[config.mk]
export PLATFORM = sky130hd
export DESIGN_NAME = apb_regbank_if
export DESIGN_NICKNAME = d
export VERILOG_FILES = /design/src/rtl/apb_regbank_if.sv
export SDC_FILE = /design/constraint.sdc
export NUM_CORES = 1
export LEC_CHECK = 0
export ABC_AREA = 1
export BUFFER_PORTS_ARGS = -buffer_cell sky130_fd_sc_hd__buf_2
export CORE_AREA = 2 2 259 261
export DETAILED_ROUTE_END_ITERATION = 16
export DIE_AREA = 0 0 261 263
export PLACE_DENSITY = 0.35
export REMOVE_ABC_BUFFERS = 1
export SLEW_MARGIN = 10
export SYNTH_ARGS = -nofsm -noshare
export SYNTH_HDL_FRONTEND = slang
export SYNTH_SLANG_ARGS = --single-unit
[constraint.sdc]
create_clock -name clk -period 2.26 [get_ports clk]
set_clock_uncertainty 0.15 [all_clocks]
set_input_delay 0.226 -clock clk [delete_from_list [all_inputs] [get_ports clk]]
set_output_delay 0.226 -clock clk [all_outputs]
set_load 0.01 [all_outputs]
[src/rtl/apb_regbank_if.sv]
// apb_regbank_if: APB slave front-end for a flat bank of 32-bit registers.
// A transfer is captured in the setup phase, optionally stretched by
// WAIT_CYCLES wait states, and completed with a one-cycle apb_ack. Writes
// are forwarded to the register bank as a single-cycle reg_wen pulse.
// Optional feature macro: APB_REGBANK_SLVERR_EN drives apb_err from the
// bad-access flag during ACK; without it apb_err is held at 0.

`ifndef ADDR_WIDTH
`define ADDR_WIDTH 32
`endif
`ifndef APB_DATA_WIDTH
`define APB_DATA_WIDTH 32
`endif

module apb_regbank_if #(
  parameter int                 REG_NUM     = 16,
  parameter logic [REG_NUM-1:0] RO_MASK     = {REG_NUM{1'b0}},
  parameter int                 WAIT_CYCLES = 0,
  localparam int                RA_W        = (REG_NUM > 1) ? $clog2(REG_NUM) : 1
) (
  input  logic                       clk,
  input  logic                       reset,
  input  logic                       apb_psel,
  input  logic                       apb_enab,
  input  logic                       apb_rw,
  input  logic [`ADDR_WIDTH-1:0]     apb_addr,
  input  logic [`APB_DATA_WIDTH-1:0] apb_datai,
  input  logic [3:0]                 apb_strb,
  output logic [`APB_DATA_WIDTH-1:0] apb_datao,
  output logic                       apb_ack,
  output logic                       apb_err,
  input  logic [REG_NUM*32-1:0]      reg_rdata,
  output logic                       reg_wen,
  output logic [RA_W-1:0]            reg_addr,
  output logic [31:0]                reg_wdata,
  output logic [3:0]                 reg_wstrb
);

  typedef enum logic [1:0] {
    IDLE = 2'd0,
    WAIT = 2'd1,
    ACK  = 2'd2
  } state_t;

  state_t       state_r, state_nxt_s;
  logic [3:0]   cnt_r, cnt_nxt_s;
  logic         capture_s;
  logic         enter_ack_s;

  logic [7:0]   addr_r;
  logic         rw_r;
  logic [31:0]  datai_r;
  logic [3:0]   strb_r;

  logic [7:0]   src_addr_s;
  logic         src_rw_s;
  logic [31:0]  src_data_s;
  logic [3:0]   src_strb_s;
  logic         src_bad_s;
  logic [31:0]  rd_word_s;

  logic         ack_r, err_r, wen_r;
  logic [`APB_DATA_WIDTH-1:0] datao_r;
  logic [RA_W-1:0] reg_addr_r;
  logic [31:0]  reg_wdata_r;
  logic [3:0]   reg_wstrb_r;

  // Only byte address bits [7:0] select a register; upper bits are don't-care.
  logic unused_addr_s;
  assign unused_addr_s = ^apb_addr[`ADDR_WIDTH-1:8];

  // Bad access: index beyond the bank, misaligned, or a write to a read-only register.
  function automatic logic access_bad(input logic [7:0] addr, input logic rw);
    logic hit;
    logic ro;
    hit = 1'b0;
    ro  = 1'b0;
    for (int i = 0; i < REG_NUM; i++) begin
      hit = hit | (addr[7:2] == 6'(i));
      ro  = ro | ((addr[7:2] == 6'(i)) & RO_MASK[i]);
    end
    return (!hit) || (addr[1:0] != 2'b00) || (rw && ro);
  endfunction

  // With zero wait states ACK is entered on the capture edge itself, so the
  // response is decoded from the live bus rather than the capture registers.
  assign src_addr_s = capture_s ? apb_addr[7:0]     : addr_r;
  assign src_rw_s   = capture_s ? apb_rw            : rw_r;
  assign src_data_s = capture_s ? apb_datai[31:0]   : datai_r;
  assign src_strb_s = capture_s ? apb_strb          : strb_r;
  assign src_bad_s  = access_bad(src_addr_s, src_rw_s);

  // Select the addressed register word for the read path
  always_comb begin
    rd_word_s = 32'd0;
    for (int i = 0; i < REG_NUM; i++) begin
      rd_word_s = rd_word_s | ((src_addr_s[7:2] == 6'(i)) ? reg_rdata[32*i +: 32] : 32'd0);
    end
  end

  // Next-state logic: setup capture, wait-state countdown with abort, one-cycle ACK
  always_comb begin
    state_nxt_s = state_r;
    cnt_nxt_s   = cnt_r;
    capture_s   = 1'b0;
    case (state_r)
      IDLE: begin
        if (apb_psel && !apb_enab) begin
          capture_s   = 1'b1;
          cnt_nxt_s   = 4'(WAIT_CYCLES);
          state_nxt_s = (WAIT_CYCLES == 0) ? ACK : WAIT;
        end else begin
          state_nxt_s = IDLE;
        end
      end
      WAIT: begin
        if (!apb_psel) begin
          state_nxt_s = IDLE;
          cnt_nxt_s   = 4'd0;
        end else if (cnt_r <= 4'd1) begin
          state_nxt_s = ACK;
          cnt_nxt_s   = 4'd0;
        end else begin
          state_nxt_s = WAIT;
          cnt_nxt_s   = cnt_r - 4'd1;
        end
      end
      ACK: begin
        state_nxt_s = IDLE;
      end
      default: begin
        state_nxt_s = IDLE;
        cnt_nxt_s   = 4'd0;
      end
    endcase
  end

  assign enter_ack_s = (state_nxt_s == ACK);

  // FSM state, wait counter and captured transfer attributes
  always_ff @(posedge clk) begin
    if (reset) begin
      state_r <= IDLE;
      cnt_r   <= 4'd0;
      addr_r  <= 8'd0;
      rw_r    <= 1'b0;
      datai_r <= 32'd0;
      strb_r  <= 4'd0;
    end else begin
      state_r <= state_nxt_s;
      cnt_r   <= cnt_nxt_s;
      if (capture_s) begin
        addr_r  <= apb_addr[7:0];
        rw_r    <= apb_rw;
        datai_r <= apb_datai[31:0];
        strb_r  <= apb_strb;
      end
    end
  end

  // Response and register-bank write outputs, all loaded on entry to ACK
  always_ff @(posedge clk) begin
    if (reset) begin
      ack_r       <= 1'b0;
      err_r       <= 1'b0;
      wen_r       <= 1'b0;
      datao_r     <= '0;
      reg_addr_r  <= '0;
      reg_wdata_r <= 32'd0;
      reg_wstrb_r <= 4'd0;
    end else begin
      ack_r <= enter_ack_s;
      wen_r <= enter_ack_s & src_rw_s & ~src_bad_s;
`ifdef APB_REGBANK_SLVERR_EN
      err_r <= enter_ack_s & src_bad_s;
`else
      err_r <= 1'b0;
`endif
      if (enter_ack_s && !src_rw_s) begin
        datao_r <= src_bad_s ? '0 : `APB_DATA_WIDTH'(rd_word_s);
      end
      if (enter_ack_s && src_rw_s && !src_bad_s) begin
        reg_addr_r  <= src_addr_s[RA_W+1:2];
        reg_wdata_r <= src_data_s;
        reg_wstrb_r <= src_strb_s;
      end
    end
  end

  assign apb_ack   = ack_r;
  assign apb_err   = err_r;
  assign apb_datao = datao_r;
  assign reg_wen   = wen_r;
  assign reg_addr  = reg_addr_r;
  assign reg_wdata = reg_wdata_r;
  assign reg_wstrb = reg_wstrb_r;

endmodule

== Word-level counts from Yosys, hierarchy flattened ==
Index checks and enable logic that the tools add are counted.
Word-level totals
  bits in registers: 125
  input port bits: 585
  output and inout port bits: 75
  word-level logic and storage cells: 111
Cells by class
  add/sub/neg operators: 1
  magnitude comparators: 1
  equal/unequal tests: 19
  mux-type cells: 31
  bitwise gates (word level): 34
  reduce and logical (&&, ||, !) cells: 13
Operators with widths (count)
  2-to-1 mux 32 bit: 18
  bitwise OR 32 bit: 15
  equality test 6 x 4 -> 1 bit (second input constant): 8
  equality test 6 x 3 -> 1 bit (second input constant): 4
  2-to-1 mux 4 bit: 4
  bitwise OR 1 bit: 15
  equality test 6 x 2 -> 1 bit (second input constant): 2
  case mux 4 bit (3 select lines): 1
  2-to-1 mux 8 bit: 1
  equality test 6 x 1 -> 1 bit (second input constant): 1
  zero test 6 bit: 1
  2-to-1 mux 2 bit: 3
  equality test 2 bit (second input constant): 2
  <= comparator 4 x 1 -> 1 bit (second input constant): 1
  logical AND 1 bit: 4
  zero test 1 bit: 4
  case mux 2 bit (2 select lines): 1
  subtractor 4 x 1 -> 4 bit (second input constant): 1
  2-to-1 mux 1 bit: 3
  bitwise AND 1 bit: 2
  equality test 2 x 1 -> 1 bit (second input constant): 1
  zero test 2 bit: 1
  != test 2 bit (second input constant): 1
  inverter 1 bit: 2
  3 further kinds: 3

== Longest topological paths before layout ==
  word-level depth: 25
  depth in mapped cells: 16
  gate-level depth less buffers: 13

== Least setup slack after synthesis ==
OpenSTA, ideal clock, no wires.
  path type: reg2reg
  start: reg state_r[0]
  end: reg reg_addr_r[0] (netlist: reg_addr[0])
  library setup time: 0.145 ns
  arrival: 1.731 ns
  data required time: 1.965 ns
  slack: 0.235 ns
  cell stages (with the launch flop): 11
  path buffers: 3
  clock period less this slack: 2.025 ns
  cells stage by stage: dfxtp_1 > nor2_4 > nand2_4 > buf_6 > buf_6 > o21a_1 > nor3_1 > nand2_1 > inv_2 > buf_2 > a211oi_2
Between the ends
  word-level cells in the longest chain between the ends: 23
  elaborated cells on any way between the ends: 44
  classes of those cells: 17 x eq/ne; 4 x mux; 15 x bitwise; 8 x reduce/logical
RTL lines
  start: declaration: RTL line 45  | state_t state_r, state_nxt_s;
  start signal: assignment: RTL line 150  | state_r <= state_nxt_s;
  zero test 2 bit: RTL line 106  | case (state_r)
  2-to-1 mux 1 bit: RTL line 106
  2-to-1 mux 8 bit
  equality test 6 x 1 -> 1 bit / zero test 6 bit (equally long branches): RTL line 79  | hit = hit | (addr[7:2] == 6'(i));
  bitwise OR 1 bit (15 in a row): RTL line 79
  zero test 1 bit: RTL line 82  | return (!hit) || (addr[1:0] != 2'b00) || (rw && ro);
  logical OR 1 bit: RTL line 82
  zero test 1 bit: RTL line 182  | if (enter_ack_s && src_rw_s && !src_bad_s) begin
  logical AND 1 bit: RTL line 182
  end signal: assignment: RTL line 183  | reg_addr_r <= src_addr_s[RA_W+1:2];
  end: declaration: RTL line 64  | logic [RA_W-1:0] reg_addr_r;
Several ways; a longest one is shown, not always the timed one.
A chain may end at the register's enable or synchronous reset.

== Worst setup path in the final report ==
  start: reg state_r[0]
  end: reg datao_r[12] (netlist: apb_datao[12])
Between the ends
  word-level cells in the longest chain between the ends: 22
  elaborated cells on any way between the ends: 75
  classes of those cells: 17 x eq/ne; 21 x mux; 30 x bitwise; 7 x reduce/logical
RTL lines
  zero test 2 bit: RTL line 106
  2-to-1 mux 1 bit: RTL line 106
  2-to-1 mux 8 bit
  equality test 6 x 1 -> 1 bit / zero test 6 bit (equally long branches): RTL line 79, 97
  bitwise OR 1 bit (15 in a row): RTL line 79
  zero test 1 bit: RTL line 82
  logical OR 1 bit: RTL line 82
  2-to-1 mux 32 bit: RTL line 180  | datao_r <= src_bad_s ? '0 : `APB_DATA_WIDTH'(rd_word_s);
  end signal: assignment: RTL line 180
  end: declaration: RTL line 63  | logic [`APB_DATA_WIDTH-1:0] datao_r;
Several ways; a longest one is shown, not always the timed one.

==> metrics.txt <==
initial antenna violation count=17; worst-case reg-to-reg path depth=16; synth cell count leaders=nand3_1, nand2_1, nor2_1, dfxtp_1, buf_2; DIE AREA=68640 um2; # H-tree levels=4; Slew Limit Headroom=0.5268; Final setup viols=33; Buf+Inv Stages, Crit Path=6; Clock Path Buffers=2; CP required=2430 ps; Die Ht=263 um; Seq/Total Area, Yosys=0.2650; Post-synth EDFFs=0; via count=14.42k; DRC Markers=0; GR Overflow Total=0; largest area contributor in the netlist=nand3_1; Final Routed Wirelength=68.18 mm; async set-reset flop share out of synthesis=0; Core ar.=65630 um2; hold path endpoint=apb_datao[25]; Tot GR Track Use=0.1821; Data arrival, critical path=2580 ps; Clock Sinks=125; Post-synth top flop=dfxtp_1; GPL Wtd Cong=0.8967; Worst-Margin Slew=a little over 700 ps; share of cells above drive strength 1=0.4806; maximum clock frequency=415.0 MHz; Clock Latency Late Sink=460 ps; CTS tree=done; largest cells by area after synthesis=nand3_1, dfxtp_1, nand2_1; Lkg Pwr=0.009352 uW; most frequent cell after synthesis=nand3_1; Seq cells post-synth=~130; fin worst setup slack=-149.9 ps; Avg WL per Cell=20.88 um; Initial Util=0.1439; Pwr Density=449.9 nW/um2; dpl cell area=approximately 15000 um2; period utilization=1.066; top cell type's share of synthesized area=0.2900; kind of cell adding the most delay to the critical path=buffers and inverters; Max stage delay on crit path=330 ps; maxcap violations=0; YS warnings=0; RSZ-0062 raised after global routing=true; Setup TNS Final=-2160 ps; critical path type=flop to flop; Worst R2R Setup Slack=-150 ps; vias in the first global route=14.51k; Post-Syn Instances=1565; CP Capture Type=flop; # rows=94; area grow syn2layout=96.12%; Hold WC Path Type=input pin to flop; final hold vios=0; FF-to-FF End=apb_datao[12]; Vias/cell=4.417; hold_sp=reg_rdata[345]; DR iter-0 viols=approximately 800; Worst Hold Depth=7; # port buffers=634; worst path cell trace=nor2_4, buf_6, nand2_8, o21ai_4, buf_6, nor2_4, buf_12, buf_12, clkbuf_16, buf_8, nand3_2, nand2_1, nor2_1, nand2_1, o21ai_1, a21oi_1; failing checks=setup timing; status=finished, violations left; max-slew violations=0; synthesized area=around 9400 um2; Die W=about 260 um; Period minus WS final=2410 ps; Synth cell types=28; global-route wire length before repair=92.33 mm; largest net degree at the start of global routing=66; CP max FO=7; antenna viol nets, final=0; DP HPWL=47.86 mm; fin nets=2966; Root Driver=clkbuf_16; Mean Syn Cell Area=6.033 um2; drt first pass iters=6; RR Startpoint=state_r[0]; Design Area, Final=18520 um2; clk slew on worst S/H paths=80 ps; TritonCTS buffer count=17; slowest CP cell=dfxtp_2; fillers=7372; maximum vdd drop=0.5446 mV; IO Pins=660; Startpoint Class=flop
-- layout by cell type, fill, tap and decap left out, types with 4 or more instances in the layout --
| cell type | n |
|---|---|
| a211oi_2 | 16 |
| a21oi_1 | 54 |
| a21oi_2 | 6 |
| buf_12 | 53 |
| buf_16 | 17 |
| buf_2 | 633 |
| buf_4 | 121 |
| buf_6 | 39 |
| buf_8 | 16 |
| clkbuf_16 | 37 |
| dfxtp_1 | 123 |
| diode_2 | 10 |
| dlygate4sd3_1 | 38 |
| inv_1 | 18 |
| inv_6 | 7 |
| mux2i_1 | 36 |
| nand2_1 | 293 |
| nand2_2 | 35 |
| nand2_4 | 14 |
| nand3_1 | 479 |
| nand3_2 | 64 |
| nand3_4 | 4 |
| nor2_1 | 158 |
| nor2_2 | 28 |
| nor2_4 | 14 |
| o21ai_0 | 19 |
| o21ai_1 | 16 |
| o21ai_2 | 18 |
-- state kept, by name, summed over array words and instances, names as in the netlist --
name and cells:
reg_addr 4, strb_r 4, cnt_r 4, apb_ack 1, reg_wen 1, rw_r 1
datai_r 32, apb_datao 32, addr_r 8, reg_wstrb 4, reg_wdata 32, state_r 2
-- metal layers --
metal / up-vias / global-route usage / wire, um
met5: - / 0 / 54
met4: 8 / 0.05759 / 1798
met3: 91 / 0.03630 / 3886
met2: 558 / 0.3228 / 33910
met1: 6771 / 0.2183 / 28530
li1: 6992 / - / -
-- how the worst max path moves through the flow --
stage	start	endpoint	slack (ps)	cells after the start
detailed placement	apb_psel	apb_datao[4]	-240	16
CTS	state_r[1]	apb_datao[4]	-110	17
global route	state_r[0]	apb_datao[14]	-240	15
global placement	apb_psel	apb_datao[4]	-260	17
floorplan	state_r[0]	apb_datao[10]	-3770	11
finish	state_r[0]	apb_datao[12]	-150	16
-- stage by stage --
step                      setup slack [ps]  power (uW)  hold slack (ps)  utilization  std cells
after floorplan                      -3775        3147            145.1            -       1420
after global placement              -256.1        4727            289.3       0.2247       3077
after detailed placement            -244.2        4715            296.6       0.2247       3077
after CTS                           -113.1        8068            10.67       0.2613       3219
after global routing                -237.0        8783            82.26       0.2820       3262
final                               -149.9        8331            73.66       0.2821       3265
-- report_power, final --
group          total, uW  leakage [uW]  internal, uW  switching, uW
Sequential          2300       0.00101          2270           27.2
Clock               2780      0.000271          1520           1250
Combinational       3260       0.00807          1590           1670
-- worst register-to-register path: cells and delay by family, from the launching register on --
kind	cells	cell delay, ps
AO/OA/AOI/OAI	3	380
buffers and inverters	6	880
flip-flops	1	330
AND/OR/NAND/NOR	7	540
-- what timing repair did --
| action | 4_1_cts | 5_1_grt |
|---|---|---|
| hold endpoints to repair | 74 | 0 |
| buffers inserted | 56 | 23 |
| hold buffers | 38 | 0 |
| gates resized for setup | 140 | 183 |
| gates cloned | 18 | 20 |
| pin swaps | 65 | 106 |
| endpoints found under the setup margin | 71 | 73 |
-- cell type report --
cell class              count  area (um2)  area share
clock buffers              17       425.4     0.02297
well taps                 864        1081     0.05838
diodes                     10       25.02    0.001351
inverters                  20       92.59    0.005000
clock inverters            14       133.9    0.007230
multi-input cells        1276        7023      0.3793
flip-flops and latches    125        2505      0.1353
repair buffers            939        7231      0.3905
-- cells by family (layout without fill, tap and decap cells) --
kind of cell    after synthesis  in the layout  share of synthesized area
simple gates               1100           1101                     0.5175
buf+inv                     165            990                    0.08958
compound gates              135            135                    0.08561
mux                          37             37                    0.03923
other cells                   1             11                  0.0003972
flops                       125            125                     0.2650
fa+ha+maj                     2              2                   0.002650
Power figures use the tool's default switching activity.
